<file path="src/rtl/decoder_hold_pkg.sv">
// Shared types and widths for the hold-and-decode block.
package decoder_hold_pkg;

    localparam int CODE_W = 3;
    localparam int OUT_W  = 8;
    localparam int CNT_W  = 8;

    typedef enum logic {
        IDLE = 1'b0,
        HOLD = 1'b1
    } state_e;

    // Binary index to one-hot word; a disabled decode yields all zeros.
    function automatic logic [OUT_W-1:0] onehot(input logic en, input logic [CODE_W-1:0] code);
        return en ? (OUT_W'(1) << code) : '0;
    endfunction

endpackage

</file>
<file path="src/rtl/hold_counter.sv">
// Loadable down-counter that reports when it has reached zero.
module hold_counter
    import decoder_hold_pkg::*;
(
    input  logic             clk,
    input  logic             rst,
    input  logic             load_i,
    input  logic             dec_i,
    input  logic [CNT_W-1:0] load_val_i,
    output logic             zero_o
);

    logic [CNT_W-1:0] cnt_q;

    always_ff @(posedge clk or posedge rst) begin
        if (rst)
            cnt_q <= '0;
        else if (load_i)
            cnt_q <= load_val_i;
        else if (dec_i && cnt_q != '0)
            cnt_q <= cnt_q - 1'b1;
    end

    assign zero_o = (cnt_q == '0);

endmodule

</file>
<file path="src/rtl/decoder_hold.sv">
// Decodes an accepted 3-bit code to a one-hot byte and holds it for HOLD_CYC cycles.
// Optional even-parity check on the input enabled by DECODER_HOLD_PARITY_EN.
module decoder_hold
    import decoder_hold_pkg::*;
#(
    parameter int HOLD_CYC = 4
) (
    input  logic              clk,
    input  logic              rst,
    input  logic              in_valid,
    output logic              in_ready,
    input  logic [CODE_W-1:0] in_code,
    input  logic              in_en,
    output logic [OUT_W-1:0]  y,
    output logic              y_valid,
    output logic              done
`ifdef DECODER_HOLD_PARITY_EN
    ,
    input  logic              in_par,
    output logic              par_err
`endif
);

    state_e           state_q, state_d;
    logic [OUT_W-1:0] y_q, y_d;
    logic             cnt_zero;
    logic             cnt_load;
    logic             cnt_dec;
    logic             accept;
    logic             par_ok;
    logic             take;

    hold_counter u_cnt (
        .clk        (clk),
        .rst        (rst),
        .load_i     (cnt_load),
        .dec_i      (cnt_dec),
        .load_val_i (CNT_W'(HOLD_CYC - 1)),
        .zero_o     (cnt_zero)
    );

    assign in_ready = (state_q == IDLE) || cnt_zero;
    assign accept   = in_valid && in_ready;

`ifdef DECODER_HOLD_PARITY_EN
    logic par_err_q;

    assign par_ok = (in_par == ^{in_en, in_code});

    // Sticky until reset: a bad-parity transfer completes its handshake but is dropped.
    always_ff @(posedge clk or posedge rst) begin
        if (rst)
            par_err_q <= 1'b0;
        else if (accept && !par_ok)
            par_err_q <= 1'b1;
    end

    assign par_err = par_err_q;
`else
    assign par_ok = 1'b1;
`endif

    assign take = accept && par_ok;

    always_comb begin
        state_d  = state_q;
        y_d      = y_q;
        cnt_load = 1'b0;
        cnt_dec  = 1'b0;
        if (take) begin
            state_d  = HOLD;
            y_d      = onehot(in_en, in_code);
            cnt_load = 1'b1;
        end else if (state_q == HOLD) begin
            if (cnt_zero) begin
                state_d = IDLE;
                y_d     = '0;
            end else begin
                cnt_dec = 1'b1;
            end
        end
    end

    always_ff @(posedge clk or posedge rst) begin
        if (rst) begin
            state_q <= IDLE;
            y_q     <= '0;
        end else begin
            state_q <= state_d;
            y_q     <= y_d;
        end
    end

    assign y       = y_q;
    assign y_valid = (state_q == HOLD);
    assign done    = (state_q == HOLD) && cnt_zero;

endmodule

</file>
<file path="config.mk">
export PLATFORM = sky130hd
export DESIGN_NAME = decoder_hold
export DESIGN_NICKNAME = d
export VERILOG_FILES = /design/src/rtl/decoder_hold_pkg.sv /design/src/rtl/hold_counter.sv /design/src/rtl/decoder_hold.sv
export SDC_FILE = /design/constraint.sdc
export NUM_CORES = 1
export LEC_CHECK = 0
export BUFFER_PORTS_ARGS = -buffer_cell sky130_fd_sc_hd__buf_2
export CORE_AREA = 2 2 50 52
export DETAILED_ROUTE_END_ITERATION = 8
export DIE_AREA = 0 0 52 54
export HOLD_SLACK_MARGIN = 0.03
export SLEW_MARGIN = 5
export SYNTH_ARGS = -nofsm -noshare
export SYNTH_HDL_FRONTEND = slang
export SYNTH_SLANG_ARGS = --single-unit
</file>
<file path="constraint.sdc">
create_clock -name clk -period 3.1 [get_ports clk]
set_clock_uncertainty 0.15 [all_clocks]
set_input_delay 0.31 -clock clk [delete_from_list [all_inputs] [get_ports clk]]
set_output_delay 0.31 -clock clk [all_outputs]
set_load 0.1 [all_outputs]
</file>
==> reports/qor.txt <==
Gr ovfl total -> 0
Final Power -> 358.0 uW
TritonCTS buffer count -> 3
Fin nets -> 105
CTS sink cnt -> 17
Share of cells above drive strength 1 -> 27.37%
Largest family of logic cells by synthesized area -> compound AO/OA/AOI/OAI gates
Final setup violation count -> 0
#FFs+latches synth -> 17
Area contributors post-synth -> dfrtp_1 (50%), a32o_1 (9.4%), o311ai_0 (4.1%), ha_1 (2.9%), nand2b_1 (2.9%)
CP cell instances -> inv_1 -> ha_1 -> or3b_1 -> o31ai_2 -> buf_2
Crit path time final -> 2.690 ns
Syn Area/Cell -> 11.50 sq um
Synth Area in Adders -> 2.941%
Num rows -> 18
Setup_tns -> 0 ns
Fin. Hold Viols -> 0
CORE AREA -> 2320 sq um
Fillers -> 229
Clk slew on worst S/H paths -> 0.10 ns
Initial Util -> 36.68%
CTS tree -> yes
H-tree Lvls -> 1
Multiplexer share of the synthesized area -> 2.353%
Area Growth Syn to Fin -> 20.00%
Post-Synth Simple-Gate Area -> 19.71%
Die width -> 52 um
HP Start -> in_valid
Top-area cell type share of the netlist area -> 50.00%
DRT Pass-1 Iters -> 4
Initial antenna violation count -> 0
Hold endpoint -> y_valid
Worst slew pin tran -> 0.6392 ns
Vias in the first global route -> 704
Critical Path AT -> 2.23 ns
FF-to-FF End -> u_cnt.cnt_q[0]
Post-placement worst setup slack -> 0.7515 ns
Post-synth ARST share -> 100.0%
HPWL after DPL -> 1.336 mm
Max_cap viols -> 0
Final worst setup slack -> 0.4105 ns
Critical-path top delay cell -> buf_2
Worst-path fanout max -> 6
Worst IR Drop VDD -> 261.7 uV
Final Util -> 44.01%
Critical Path RT -> 2.64 ns
Xor and xnor area share after synthesis -> 0%
Clk root buf -> clkbuf_4
Antenna cell count -> 0
Die Y -> 54 um
Vias/cell -> 5.472
Area of the die -> 2808 sq um
Yosys top cell by area -> dfrtp_1
DR DRC count -> 0
Setup slack, reg-to-reg -> 0.97 ns
Routability cong. -> 0.8129
Post-synth cell types -> 29
Syn Nets -> 83
Largest net degree at the start of global routing -> 18
Syn. warnings -> 0
LEAKAGE -> 0.0004531 uW
Port Buf Inserts -> 17
Hold Path Class -> input pin to flip-flop
GR Util All Layers -> 15.48%
Sequential area share after synthesis -> 50.00%
DR vias -> 684
Post-synth EDFFs -> 0
Synth Flop Type -> dfrtp_1
Synth Area in Compound Gates -> 21.32%
1st-iter DRT viols -> 14
Multi-input combinational cell area -> 409.1 sq um
Syn Inst Count -> 74
Most frequent cells in the layout -> buf_2 (17), dfrtp_1 (17), a32o_1 (8)
Synth Cell Area -> 850.8 sq um
Fin crit share -> 86.76%
FMAX -> 371.8 MHz
Ports -> 18
First-pass GRT wire length -> 3.132 mm
Crit Path Class -> flip-flop to output pin
Startpoint types -> flip-flop
Max incr delay on CP -> 0.48 ns
Crit. End Element -> output pin
Final WL -> 1.781 mm
Worst-skew pair later-pin latency -> 0.29 ns
Relative slew slack -> 57.34%
Launching point of the worst reg2reg path -> u_cnt.cnt_q[0]
Slew Viols, Final -> 0
FF-to-FF path depth -> 6
RSZ-0062 raised after global routing -> no
Clock Tree Buf Depth -> 2
Status -> finished, final reports clean
Number of cells on the worst hold path -> 2
Seq. cell area -> 425.4 sq um
Power density cells -> 350.6 nW/um^2
WL/cell -> 14.25 um
Post-route ant nets -> 0
through the flow:
step | cells | hold slack [ns] | area, sq um
after detailed placement | 120 | 0.2890 | 983.4
after floorplan | 74 | 0.08607 | 865.8
after global routing | 125 | 0.1953 | 1021
final | 125 | 0.1713 | 1021
after global placement | 120 | 0.2870 | 983.4
after CTS | 125 | 0.1682 | 1021
Yosys cell counts (2+ instances only):
cell type	count
dfrtp_1	17
a32o_1	8
inv_1	5
nand2b_1	4
nor2_1	4
o311ai_0	4
o31ai_1	3
or3_1	3
ha_1	2
mux2i_1	2
nand2_1	2
nand3_1	2
nor3b_1	2
final cells by class:
type,instances,area share [%]
Sequential cell,17,41.67
Multi-Input combinational cell,50,40.07
Timing Repair Buffer,19,10.05
Tap cell,30,3.676
Clock buffer,3,2.206
Inverter,5,1.838
Clock inverter,1,0.4902
logic make-up after synthesis:
family,Yosys count
fa+ha+maj,2
compound gates,20
buf+inv,7
simple gates,26
flops,17
mux,2
what timing repair did:
action,CTS,global route
setup buffers,0,0
hold buffers,1,0
hold endpoints to repair,17,0
resized for setup,0,0
where the power goes:
group          internal (uW)  switching, uW  total, uW  leakage, uW
Combinational           5.86           10.6       16.5     0.000228
Clock                   48.1           71.9        120    0.0000177
Sequential               222              0        222     0.000207
registers in the layout (all words and copies together), names as in the netlist:
register,count
y_valid,1
y,8
u_cnt.cnt_q,8
metal layers:
metal	track usage, %	wire (um)	share of wire (%)	vias to the layer above
li1	-	-	-	334
met5	0	0	0	-
met2	25.95	876	49	20
met1	18.75	785	44	328
met4	3.947	8	0.45	0
met3	5.833	111	6.2	2
worst max-delay path by stage:
stage | cells after the start | startpoint | to | slack, ns
6_report | 5 | u_cnt.cnt_q[0] | in_ready | 0.41
2_1_floorplan | 2 | y_valid | done | 0.32
3_5_place_dp | 5 | u_cnt.cnt_q[0] | in_ready | 0.75
5_1_grt | 5 | u_cnt.cnt_q[0] | in_ready | 0.26
4_1_cts | 5 | u_cnt.cnt_q[0] | in_ready | 0.39
3_3_place_gp | 5 | u_cnt.cnt_q[0] | in_ready | 0.77
critical path: cells and delay by family, from the launching register on:
family | cells | cell delay [ns]
adders and majority gates | 1 | 0.18
DFF | 1 | 0.41
buffers and inverters | 2 | 0.57
AOI/OAI and AO/OA | 1 | 0.30
and+or+nand+nor | 1 | 0.47
No activity file was read; power rests on OpenSTA's default activity.
